**config.mk**
```make
export PLATFORM = sky130hd
export DESIGN_NAME = parity_frame_tx
export DESIGN_NICKNAME = d
export VERILOG_FILES = /design/src/rtl/parity_frame_tx.sv
export SDC_FILE = /design/constraint.sdc
export NUM_CORES = 1
export LEC_CHECK = 0
export ABC_AREA = 1
export CORE_MARGIN = 10
export CORE_UTILIZATION = 50
export CTS_BUF_LIST = sky130_fd_sc_hd__clkbuf_4 sky130_fd_sc_hd__clkbuf_8
export DETAILED_ROUTE_END_ITERATION = 16
export PLACE_DENSITY_LB_ADDON = 0.3
export SLEW_MARGIN = 15
export SYNTH_ARGS = -nofsm -noshare
export SYNTH_HDL_FRONTEND = slang
export SYNTH_SLANG_ARGS = --single-unit
export TNS_END_PERCENT = 10
```
**constraint.sdc**
```tcl
create_clock -name clk -period 1.2 [get_ports clk]
set_input_delay 0.24 -clock clk [delete_from_list [all_inputs] [get_ports clk]]
set_output_delay 0.24 -clock clk [all_outputs]
set_load 0.05 [all_outputs]
```
**src/rtl/parity_frame_tx.sv**
```systemverilog
// parity_frame_tx
// Serial transmitter for the parity-protected link. A DATA_W-bit payload is
// accepted over a valid/ready handshake, extended with a parity bit, and sent
// as start (0), data LSB first, parity, stop (1), each held CLKS_PER_BIT
// clocks. The {parity, payload} frame is also exported in parallel.
// Build option: define ODD_PARITY_EN for odd parity (frame XORs to 1);
// the default build uses even parity (frame XORs to 0).
module parity_frame_tx #(
    parameter int DATA_W       = 5,
    parameter int CLKS_PER_BIT = 4
) (
    input  logic              clk,
    input  logic              rst,
    input  logic [DATA_W-1:0] din,
    input  logic              din_valid,
    output logic              din_ready,
    output logic              tx_line,
    output logic              tx_busy,
    output logic [DATA_W:0]   frame_out,
    output logic              tx_done
);

    localparam int CNT_W = (CLKS_PER_BIT > 1) ? $clog2(CLKS_PER_BIT) : 1;
    localparam int IDX_W = (DATA_W > 1) ? $clog2(DATA_W) : 1;

    typedef enum logic [2:0] {
        IDLE,
        START,
        DATA,
        PARITY,
        STOP
    } state_t;

    state_t            state;
    logic [CNT_W-1:0]  cnt;
    logic [IDX_W-1:0]  bit_idx;
    logic [DATA_W-1:0] shift_reg;
    logic [DATA_W-1:0] shift_nxt;
    logic              bit_end;
    logic              stop_pre_last;
    logic              par_bit;

    // Last clock of the current serial bit.
    assign bit_end = (cnt == CNT_W'(CLKS_PER_BIT - 1));

    // In STOP, the coming cycle is the final one, so tx_done can be registered.
    assign stop_pre_last = ((int'(cnt) + 2) == CLKS_PER_BIT);

    // Payload as it will look after the next bit-boundary shift; its LSB is the next data bit.
    assign shift_nxt = shift_reg >> 1;

`ifdef ODD_PARITY_EN
    assign par_bit = ~^din;
`else
    assign par_bit = ^din;
`endif

    // Frame sequencer: all outputs are registered so tx_line changes exactly on bit boundaries.
    always_ff @(posedge clk or posedge rst) begin
        if (rst) begin
            state     <= IDLE;
            cnt       <= '0;
            bit_idx   <= '0;
            shift_reg <= '0;
            frame_out <= '0;
            tx_line   <= 1'b1;
            tx_busy   <= 1'b0;
            din_ready <= 1'b0;
            tx_done   <= 1'b0;
        end else begin
            // NOTE: every register here uses <= so all updates see pre-edge values, like real flops.
            case (state)
                IDLE: begin
                    tx_line <= 1'b1;
                    tx_busy <= 1'b0;
                    tx_done <= 1'b0;
                    cnt     <= '0;
                    bit_idx <= '0;
                    if (din_ready && din_valid) begin
                        shift_reg <= din;
                        frame_out <= {par_bit, din};
                        din_ready <= 1'b0;
                        tx_busy   <= 1'b1;
                        tx_line   <= 1'b0;
                        state     <= START;
                    end else begin
                        din_ready <= 1'b1;
                    end
                end

                START: begin
                    if (bit_end) begin
                        cnt     <= '0;
                        bit_idx <= '0;
                        tx_line <= shift_reg[0];
                        state   <= DATA;
                    end else begin
                        cnt <= cnt + CNT_W'(1);
                    end
                end

                DATA: begin
                    if (bit_end) begin
                        cnt <= '0;
                        if (bit_idx == IDX_W'(DATA_W - 1)) begin
                            tx_line <= frame_out[DATA_W];
                            state   <= PARITY;
                        end else begin
                            shift_reg <= shift_nxt;
                            tx_line   <= shift_nxt[0];
                            bit_idx   <= bit_idx + IDX_W'(1);
                        end
                    end else begin
                        cnt <= cnt + CNT_W'(1);
                    end
                end

                PARITY: begin
                    if (bit_end) begin
                        cnt     <= '0;
                        tx_line <= 1'b1;
                        tx_done <= (CLKS_PER_BIT == 1);
                        state   <= STOP;
                    end else begin
                        cnt <= cnt + CNT_W'(1);
                    end
                end

                STOP: begin
                    if (bit_end) begin
                        cnt       <= '0;
                        tx_done   <= 1'b0;
                        tx_busy   <= 1'b0;
                        din_ready <= 1'b1;
                        state     <= IDLE;
                    end else begin
                        cnt     <= cnt + CNT_W'(1);
                        tx_done <= stop_pre_last;
                    end
                end

                default: begin
                    state <= IDLE;
                end
            endcase
        end
    end

endmodule

```
Word-level counts from Yosys, hierarchy flattened
Cells that the tools add are included.
{ "word_totals": {"output_inout_bits": 10, "input_bits": 8, "reg_bits": 23} }
{ "op_classes": {"eq_ne": 14, "n_reduce_logical": 17, "muxes": 28, "add_sub_neg": 3} }
{ "op_table": {"columns": ["op", "count"], "rows": [
  ["3-bit 2-to-1 mux", 8],
  ["5-bit 2-to-1 mux", 3],
  ["3-bit one-hot mux with 5 select lines", 1],
  ["2-bit != test, second input constant", 7],
  ["4-bit AND reduction", 3],
  ["5-bit one-hot mux with 2 select lines", 1],
  ["3-bit equality test, second input constant", 3],
  ["3-bit one-hot mux with 3 select lines", 1],
  ["1-bit 2-to-1 mux", 8],
  ["3-bit by 2-bit equality test with 1-bit output, second input constant", 2],
  ["2-bit AND reduction", 3],
  ["6-bit AND reduction", 1],
  ["2-bit nonzero test", 3],
  ["3-bit nonzero test", 2],
  ["5-bit XOR reduction", 1],
  ["1-bit one-hot mux with 2 select lines", 2],
  ["1-bit one-hot mux with 4 select lines", 1],
  ["2-bit one-hot mux with 2 select lines", 1],
  ["4-bit nonzero test", 1],
  ["4-bit OR reduction", 1],
  ["2-bit by 2-bit adder with 3-bit output, second input constant", 1],
  ["3-bit by 1-bit adder with 3-bit output, second input constant", 1],
  ["3-bit by 1-bit equality test with 1-bit output, second input constant", 1],
  ["3-bit logical NOT", 1],
  ["other kinds (5)", 5]
]} }

Depth between registers and ports, before layout
Gate-level depths: netlist of the first run.
{ "depth": {"ltp_word": 4, "ltp_mapped": 9} }

Least setup slack after synthesis of the first run
OpenSTA, ideal clock, no wires.
{ "synth_timing": {"path_kind": "flip-flop to flip-flop", "from": "register din_ready", "to": "register shift_reg[1]", "slack_ps": -205, "arrival_ps": 1289, "period_less_slack_ps": 1405, "n_path_buf": 0, "setup_ps": 116, "path_stages_with_launch": 8, "cell_sequence": "dfrtp_1 nand2_1 nand3_2 nand2_2 inv_2 nand2_1 nand2_1 nand2_1"} }
{ "synth_between": {"elab_chain_cells": 3} }
{ "synth_rtl": {"columns": ["item", "line", "source"], "rows": [
  ["start, declared", "16", "output logic din_ready,"],
  ["start signal, assigned", "68", "din_ready <= 1'b0;"],
  ["start signal, assigned", "82", "din_ready <= 1'b0;"],
  ["start signal, assigned", "87", "din_ready <= 1'b1;"],
  ["1-bit logical AND", "79", "if (din_ready && din_valid) begin"],
  ["2-bit != test (no line)", null, null],
  ["4-bit AND reduction (no line)", null, null],
  ["end signal, assigned", "80", "shift_reg <= din;"],
  ["end signal, assigned", "109", "shift_reg <= shift_nxt;"],
  ["end, declared", "37", "logic [DATA_W-1:0] shift_reg;"]
]} }
No other way between the ends.
A chain may end at the register's enable or synchronous reset.

Final worst setup path of the first run
{ "layout_timing": {"from": "register bit_idx[0]", "to": "register bit_idx[2]"} }
{ "layout_between": {"elab_chain_cells": 4} }
{ "layout_rtl": {"columns": ["item", "line", "source"], "rows": [
  ["start, declared", "36", "logic [IDX_W-1:0] bit_idx;"],
  ["start signal, assigned", "111", "bit_idx <= bit_idx + IDX_W'(1);"],
  ["3-bit by 1-bit adder with 3-bit output", "111", null],
  ["3-bit 2-to-1 mux", "105", "if (bit_idx == IDX_W'(DATA_W - 1)) begin"],
  ["3-bit 2-to-1 mux", "103", "if (bit_end) begin"],
  ["3-bit one-hot mux with 3 select lines", "72", "case (state)"]
]} }
Several ways; a longest one is shown, not always the timed one. The select of a mux whose other input is x is not followed.

==> results of run 1 <==
-- through the flow --
stage	setup slack [ns]	hold slack [ns]	cell area, um^2	std cells
after floorplan	-0.01717	0.2411	1301	165
after global placement	-0.1688	0.4671	1794	235
after detailed placement	-0.2702	0.4733	1794	235
after CTS	-0.09206	0.1264	1953	246
after global routing	-0.1862	0.1363	2017	248
final	-0.1047	0.1320	2017	248
-- what timing repair did --
action                                  CTS  global route
resized for setup                        25            11
endpoints found under the setup margin   22            27
setup buffers                             7             2
pin swaps                                 9            13
cloned                                    0             0
hold endpoints to repair                  0             0
-- layout by cell type, fill, tap and decap left out, types with 5 or more instances in the layout --
cell	Yosys	layout
sky130_fd_sc_hd__nand2_4	1	6
sky130_fd_sc_hd__o21ai_2	2	5
sky130_fd_sc_hd__nand2_2	5	11
sky130_fd_sc_hd__o21ai_1	7	6
sky130_fd_sc_hd__nand2_1	67	56
sky130_fd_sc_hd__dfrtp_1	22	18
sky130_fd_sc_hd__buf_4	2	31
sky130_fd_sc_hd__inv_1	11	10
sky130_fd_sc_hd__nand3_1	13	12
sky130_fd_sc_hd__buf_12	0	11
sky130_fd_sc_hd__clkdlybuf4s50_1	0	7
-- worst max-delay path, cell delays in order (launching register included) --
cell	delay, ns
sky130_fd_sc_hd__dfrtp_1	0.40
sky130_fd_sc_hd__buf_4	0.13
sky130_fd_sc_hd__buf_4	0.12
sky130_fd_sc_hd__ha_1	0.20
sky130_fd_sc_hd__xor2_1	0.16
sky130_fd_sc_hd__nand2_1	0.09
sky130_fd_sc_hd__o21ai_2	0.14
-- worst paths after layout --
| path | end | slack, ns | cells after the start |
|---|---|---|---|
| max | bit_idx[2]$_DFFE_PP0P_ | -0.10 | 6 |
| min | frame_out[0]$_DFFE_PP0P_ | 0.13 | 2 |
| max reg2reg | bit_idx[2]$_DFFE_PP0P_ | -0.10 | 6 |
| min reg2reg | tx_line$_DFFE_PP1P_ | 0.51 | 2 |
| max in group asynchronous | tx_line$_DFFE_PP1P_ | 0.65 | 3 |
| min in group clk | tx_line$_DFFE_PP1P_ | 0.51 | 2 |
-- synth_stat cells, drive strengths merged --
library cell	number	share of area
buf	2	0.012
dfstp	1	0.020
inv	17	0.049
o211ai	2	0.012
xnor2	1	0.0068
nand3	16	0.073
o21ai	13	0.056
xor2	1	0.0068
nand3b	1	0.0058
nor2	6	0.037
ha	4	0.039
a21oi	2	0.011
and2	1	0.0048
nand2	73	0.23
nand4	2	0.0097
dfrtp	22	0.43
o21a	1	0.0058
-- routing by layer --
layer | wire, um | track usage | vias up
met3 | 179 | 0.03766 | 19
met5 | 0 | 0 | -
met4 | 184 | 0.1183 | 0
met1 | 1319 | 0.1449 | 634
met2 | 2057 | 0.2720 | 45
li1 | - | - | 628
-- logic make-up after synthesis --
family	after synthesis	share of synthesized area
flops	23	0.4454
compound gates	18	0.08405
buf+inv	19	0.06087
simple gates	99	0.3575
xor+xnor	2	0.01353
fa+ha+maj	4	0.03865
-- final cells by class --
class	instances	area (um^2)
tap	30	37.54
sequential	23	581.8
fill	170	460.4
clock buffer	4	30.03
inverter	17	73.82
timing repair buffer	51	545.5
multi-input combinational	123	748.2
-- power by group through the flow --
stage	Clock [W]	Combinational, W	Sequential [W]
global placement	0	0.00309	0.00143
floorplan	0	0.00148	0.00180
detailed placement	0	0.00325	0.00144
CTS	0.000401	0.00366	0.00144
finish	0.000388	0.00390	0.00146
global route	0.000434	0.00419	0.00150
==> run summary, run 1 <==
STATUS
----------------------------------------------------------------------------------------------------
Status ................................................................................ complete, but fails checks
Failing checks ........................................................................ negative setup slack

FLOORPLAN
----------------------------------------------------------------------------------------------------
Core Footprint ........................................................................ 0.002477 mm^2
Top-level port count ..................................................................           18
Row cnt ...............................................................................           18
Die Y .................................................................................     70.89 um
Initial standard-cell utilization of the core .........................................       0.5227
Area of the die ....................................................................... 0.005025 mm^2
Width of the die ......................................................................     70.89 um

PWR
----------------------------------------------------------------------------------------------------
Cell internal pwr .....................................................................   0.002978 W
Worst vdd rail ir drop ................................................................     2.145 mV
Share of total power consumed by net switching ........................................       0.4819
PD cells .............................................................................. 2849 mW/mm^2
Lkg Pwr ...............................................................................     1.030 nW
Part of the total power dissipated in combinational logic .............................        0.679
Clock network fraction of total power .................................................        0.067
Switching power summed over all nets ..................................................   0.002769 W
Total power of the final layout .......................................................   0.005747 W
Reg power frac ........................................................................        0.253

TIMING
----------------------------------------------------------------------------------------------------
Fin. Hold Viols .......................................................................            0
Post-route minimum period .............................................................     1.305 ns
Final Skew ............................................................................  0.002066 ns
Setup_tns .............................................................................    -1.349 ns
Achievable clock frequency ............................................................    766.5 MHz
Actual transition at the worst max-transition pin .....................................    0.2708 ns
Max-slew headroom at the worst pin ....................................................       0.8193
Number of pins exceeding their max-slew limit in the final report .....................            0
Setup repair after global routing missed its margin ...................................          yes
Post-route clock period utilization ...................................................        1.087
Final Setup Violations ................................................................           22
Crit path setup slack, layout .........................................................   -0.1047 ns

ROUTE
----------------------------------------------------------------------------------------------------
Detailed router's first-iteration violation count .....................................           84
Vias per cell .........................................................................        5.347
Count of nets left with antenna violations after detail routing .......................            0
Number of DRC violations after detailed routing .......................................            0
Total iterations of the first detailed-routing run ....................................            4
DR vias ...............................................................................         1326
Wire length per cell ..................................................................     15.08 um
Routed wire length ....................................................................      3740 um

WORST SETUP PATH
----------------------------------------------------------------------------------------------------
Reg-to-reg critical path startpoint ................................................... bit_idx[0]$_DFFE_PP0P_
Timing startpoint of the critical path ................................................ bit_idx[0]$_DFFE_PP0P_
Data arrival, critical path ...........................................................      1.56 ns
Kind of critical path ................................................................. register to register
Startpoint Class ......................................................................     register
Type of element capturing the critical path ...........................................     register
Endpoint required time on the critical path ...........................................      1.45 ns
Max FO, Critical Path .................................................................            2

FINAL LAYOUT
----------------------------------------------------------------------------------------------------
Antenna cells .........................................................................            0
Layout cells sized above 1 ............................................................       0.4266
Signed area change from the synthesized netlist to the final layout ...................       55.75%
Largest register FFs ..................................................................            6
Final Util ............................................................................       0.8141
Number of nets at the end of the flow .................................................          231

GLOBAL ROUTE
----------------------------------------------------------------------------------------------------
First-pass GRT wire length ............................................................      6348 um
Largest net degree at the start of global routing .....................................           13
Global router's overall resource usage ................................................       0.1520
Vias in the first global route ........................................................         1461
Initial antenna violation count .......................................................            0
Overflow left after global routing ....................................................            0

RUN
----------------------------------------------------------------------------------------------------
Max-cap viol count ....................................................................            0

CLOCK NETWORK
----------------------------------------------------------------------------------------------------
Maximum clock path buffer count .......................................................            2
Cts hold-fix bufs .....................................................................            0
TritonCTS clock tree ..................................................................        built
TritonCTS Sinks .......................................................................           23
Clock-pin slew reported for the worst setup and hold paths after clock tree synthesis .      0.12 ns
H-Tree Depth ..........................................................................            1
Clk Latency, worst-skew pair ..........................................................      0.31 ns
Root Buffer ........................................................................... sky130_fd_sc_hd__clkbuf_4
Number of clock buffers inserted by TritonCTS .........................................            3

SYNTH
----------------------------------------------------------------------------------------------------
Library cells used by synthesis .......................................................           26
Number of synthesized register bits ...................................................           23
Yosys warning count ...................................................................            0
Average instance area after synthesis .................................................   7.848 um^2
Number of instances in the synthesized netlist ........................................          165
Area of the mapped netlist ............................................................ 0.001295 mm^2
Share of synthesized area occupied by flip-flops and latches ..........................       0.4454
Synthesized net count .................................................................          177

PLACED DESIGN
----------------------------------------------------------------------------------------------------
Half-perimeter wire length after placement ............................................      2703 um
Final GP Congestion ...................................................................       0.8302
Port Buffer Count .....................................................................           17

HOLD PATH
----------------------------------------------------------------------------------------------------
Hold crit path type ................................................................... input pin to asynchronous set/reset pin

No activity file was read; power rests on OpenSTA's default activity.
==> inputs of run 2 (changes only) <==
Settings changed: CTS_CLUSTER_DIAMETER set to 60, PLACE_DENSITY set to 0.77, PLACE_DENSITY_LB_ADDON 0.3 to unset.
==> run 2 against run 1 <==
  * The run still ends with negative setup slack left
  * Cell area is 0.43% lower
  * Clock skew is 0.015 ns higher
  * Die area stayed put
  * Wire length is 1.7% higher
  * Worst hold slack better by 0.073 ns
  * Non-clock buffer count is 3 higher
  * Clock power is 5.7% higher
  * Clock-buffer cell count stayed put
  * Combinational power hardly changed
==> run summary, run 2 (synthesis results as in run 1) <==
FINAL LAYOUT
----------------------------------------------------------------------------------------------------
Number of fillers in the final layout .................................................          148
Final Util ............................................................................       0.8106
Antenna cells .........................................................................            0
Non-filler instance count after layout ................................................          251
Number of nets at the end of the flow .................................................          234
Commonest non-fill, non-tap cells in the layout ....................................... sky130_fd_sc_hd__nand2_1, sky130_fd_sc_hd__buf_4, sky130_fd_sc_hd__dfrtp_1, sky130_fd_sc_hd__nand3_1, sky130_fd_sc_hd__buf_12
Final design area excluding fillers ................................................... 0.002008 mm^2
Largest register FFs ..................................................................            6
Signed area change from the synthesized netlist to the final layout ...................       55.07%
Layout cells sized above 1 ............................................................       0.4253
Most common library cell in the layout ignoring fill and taps ......................... sky130_fd_sc_hd__nand2_1

TIMING
----------------------------------------------------------------------------------------------------
Post-route minimum period .............................................................     1.361 ns
Number of pins exceeding their max-slew limit in the final report .....................            0
Final Setup Violations ................................................................           23
Setup repair after global routing missed its margin ...................................          yes
Actual transition at the worst max-transition pin .....................................    0.3020 ns
Post-route clock period utilization ...................................................        1.134
Final Skew ............................................................................   0.01715 ns
Fin. Hold Viols .......................................................................            0
Achievable clock frequency ............................................................    734.6 MHz
Max-slew headroom at the worst pin ....................................................       0.7965
Crit path setup slack, layout .........................................................   -0.1614 ns

WORST SETUP PATH
----------------------------------------------------------------------------------------------------
Max FO, Critical Path .................................................................            6
Startpoint Class ......................................................................     register
Data arrival, critical path ...........................................................      1.58 ns
Endpoint required time on the critical path ...........................................      1.42 ns
Largest incremental delay on the critical path ........................................      0.49 ns
Kind of critical path ................................................................. register to register
Master of the slowest instance on the critical path ................................... sky130_fd_sc_hd__dfrtp_2
Most frequent CP cell ................................................................. sky130_fd_sc_hd__buf_4
Type of element capturing the critical path ...........................................     register
Crit-path cells ....................................................................... buf_4, buf_4, o21ai_2, nand3_2, nand2_1, o21ai_1

FLOORPLAN
----------------------------------------------------------------------------------------------------
Core Footprint ........................................................................ 0.002477 mm^2
Width of the die ......................................................................     70.89 um
Initial standard-cell utilization of the core .........................................       0.5227
Row cnt ...............................................................................           18
Die Y .................................................................................     70.89 um
Top-level port count ..................................................................           18
Area of the die ....................................................................... 0.005025 mm^2

STATUS
----------------------------------------------------------------------------------------------------
Status ................................................................................ complete, but fails checks
Failing checks ........................................................................ negative setup slack

GLOBAL ROUTE
----------------------------------------------------------------------------------------------------
Initial antenna violation count .......................................................            0
Grt met3 use ..........................................................................      0.04603
Vias in the first global route ........................................................         1352
Global routing met1 resource utilization ..............................................       0.1454
Overflow left after global routing ....................................................            0
Global router's overall resource usage ................................................       0.1419
Met2 track utilization from global routing ............................................       0.2641
Largest net degree at the start of global routing .....................................           24
First-pass GRT wire length ............................................................      6065 um
GRT busiest layer .....................................................................         met2

CLOCK NETWORK
----------------------------------------------------------------------------------------------------
Clock-pin slew reported for the worst setup and hold paths after clock tree synthesis .      0.14 ns
TritonCTS Sinks .......................................................................           23
Root Buffer ........................................................................... sky130_fd_sc_hd__clkbuf_4
TritonCTS clock tree ..................................................................        built
Maximum clock path buffer count .......................................................            2
Clk Latency, worst-skew pair ..........................................................      0.33 ns
H-Tree Depth ..........................................................................            1
Number of clock buffers inserted by TritonCTS .........................................            3

PWR
----------------------------------------------------------------------------------------------------
Clock network fraction of total power .................................................        0.071
Worst vdd rail ir drop ................................................................     2.173 mV
Reg power frac ........................................................................        0.252
PD cells .............................................................................. 2875 mW/mm^2
Share of total power consumed by net switching ........................................       0.4763
Part of the total power dissipated in combinational logic .............................        0.677
Lkg Pwr ...............................................................................     1.037 nW
Cell internal pwr .....................................................................   0.003023 W
Switching power summed over all nets ..................................................   0.002750 W

RUN
----------------------------------------------------------------------------------------------------
Max-cap viol count ....................................................................            0

ROUTE
----------------------------------------------------------------------------------------------------
Vias per cell .........................................................................        5.307
Routed wire length ....................................................................      3804 um
DR vias ...............................................................................         1332
Wire length per cell ..................................................................     15.16 um
Total iterations of the first detailed-routing run ....................................            4
Count of nets left with antenna violations after detail routing .......................            0
Detailed router's first-iteration violation count .....................................          122
Number of DRC violations after detailed routing .......................................            0

PLACED DESIGN
----------------------------------------------------------------------------------------------------
Half-perimeter wire length after placement ............................................      2652 um
Post-placement cell count .............................................................          234
Port Buffer Count .....................................................................           17
Final GP Congestion ...................................................................       0.8358
Worst Setup Slack post-DPL ............................................................   -0.2424 ns
Area post-placement ................................................................... 0.001787 mm^2

HOLD PATH
----------------------------------------------------------------------------------------------------
Hold crit path type ................................................................... input pin to asynchronous set/reset pin

[run 2: final cells by class]
type                    instances  area, um^2  area share
repair buffers                 54       564.3      0.2810
well taps                      30       37.54     0.01869
clock buffers                   4       30.03     0.01495
inverters                      17       71.32     0.03551
multi-input cells             123       723.2      0.3601
flip-flops and latches         23       581.8      0.2897
[run 2: power by group through the flow]
| stage | logic (W) | registers, W | clock network, W |
|---|---|---|---|
| floorplan | 0.00148 | 0.00180 | 0 |
| global placement | 0.00309 | 0.00142 | 0 |
| detailed placement | 0.00324 | 0.00144 | 0 |
| CTS | 0.00346 | 0.00144 | 0.000403 |
| global route | 0.00420 | 0.00150 | 0.000457 |
| finish | 0.00391 | 0.00146 | 0.000410 |
[run 2: final timing paths]
kind                                       from                        to  slack, ns  cells after the start
min in group clk            tx_line$_DFFE_PP1P_       tx_line$_DFFE_PP1P_       0.52                      2
max                        state[2]$_DFFE_PP0P_    bit_idx[0]$_DFFE_PP0P_      -0.16                      6
max reg2reg                state[2]$_DFFE_PP0P_    bit_idx[0]$_DFFE_PP0P_      -0.16                      6
min                                         rst  shift_reg[3]$_DFFE_PP0P_       0.21                      3
max in group asynchronous                   rst       tx_line$_DFFE_PP1P_       0.78                      3
min reg2reg                 tx_line$_DFFE_PP1P_       tx_line$_DFFE_PP1P_       0.52                      2
[run 2: repair_timing]
item	4_1_cts	5_1_grt
cloned	0	0
pin swaps	6	14
hold buffers	0	0
setup buffers	5	8
endpoints found under the setup margin	22	26
gates resized for setup	11	17
[run 2: routing by layer]
layer | vias up | share of wire
li1 | 638 | -
met1 | 626 | 0.38
met2 | 52 | 0.53
met3 | 16 | 0.053
met4 | 0 | 0.031
met5 | - | 0
[run 2: metrics by stage]
step                      power (W)  hold slack [ns]  setup TNS [ns]
after floorplan            0.003273           0.2411        -0.08037
after global placement     0.004513           0.4678          -1.768
after detailed placement   0.004684           0.4752          -2.455
after CTS                  0.005303           0.2217          -1.025
after global routing       0.006152           0.2106          -3.718
final                      0.005773           0.2052          -2.343
[run 2: critical path: cells and delay by family (launching register included)]
kind | cells | cell delay [ns]
DFF | 1 | 0.49
buffers and inverters | 2 | 0.30
and+or+nand+nor | 2 | 0.24
AOI/OAI and AO/OA | 2 | 0.22
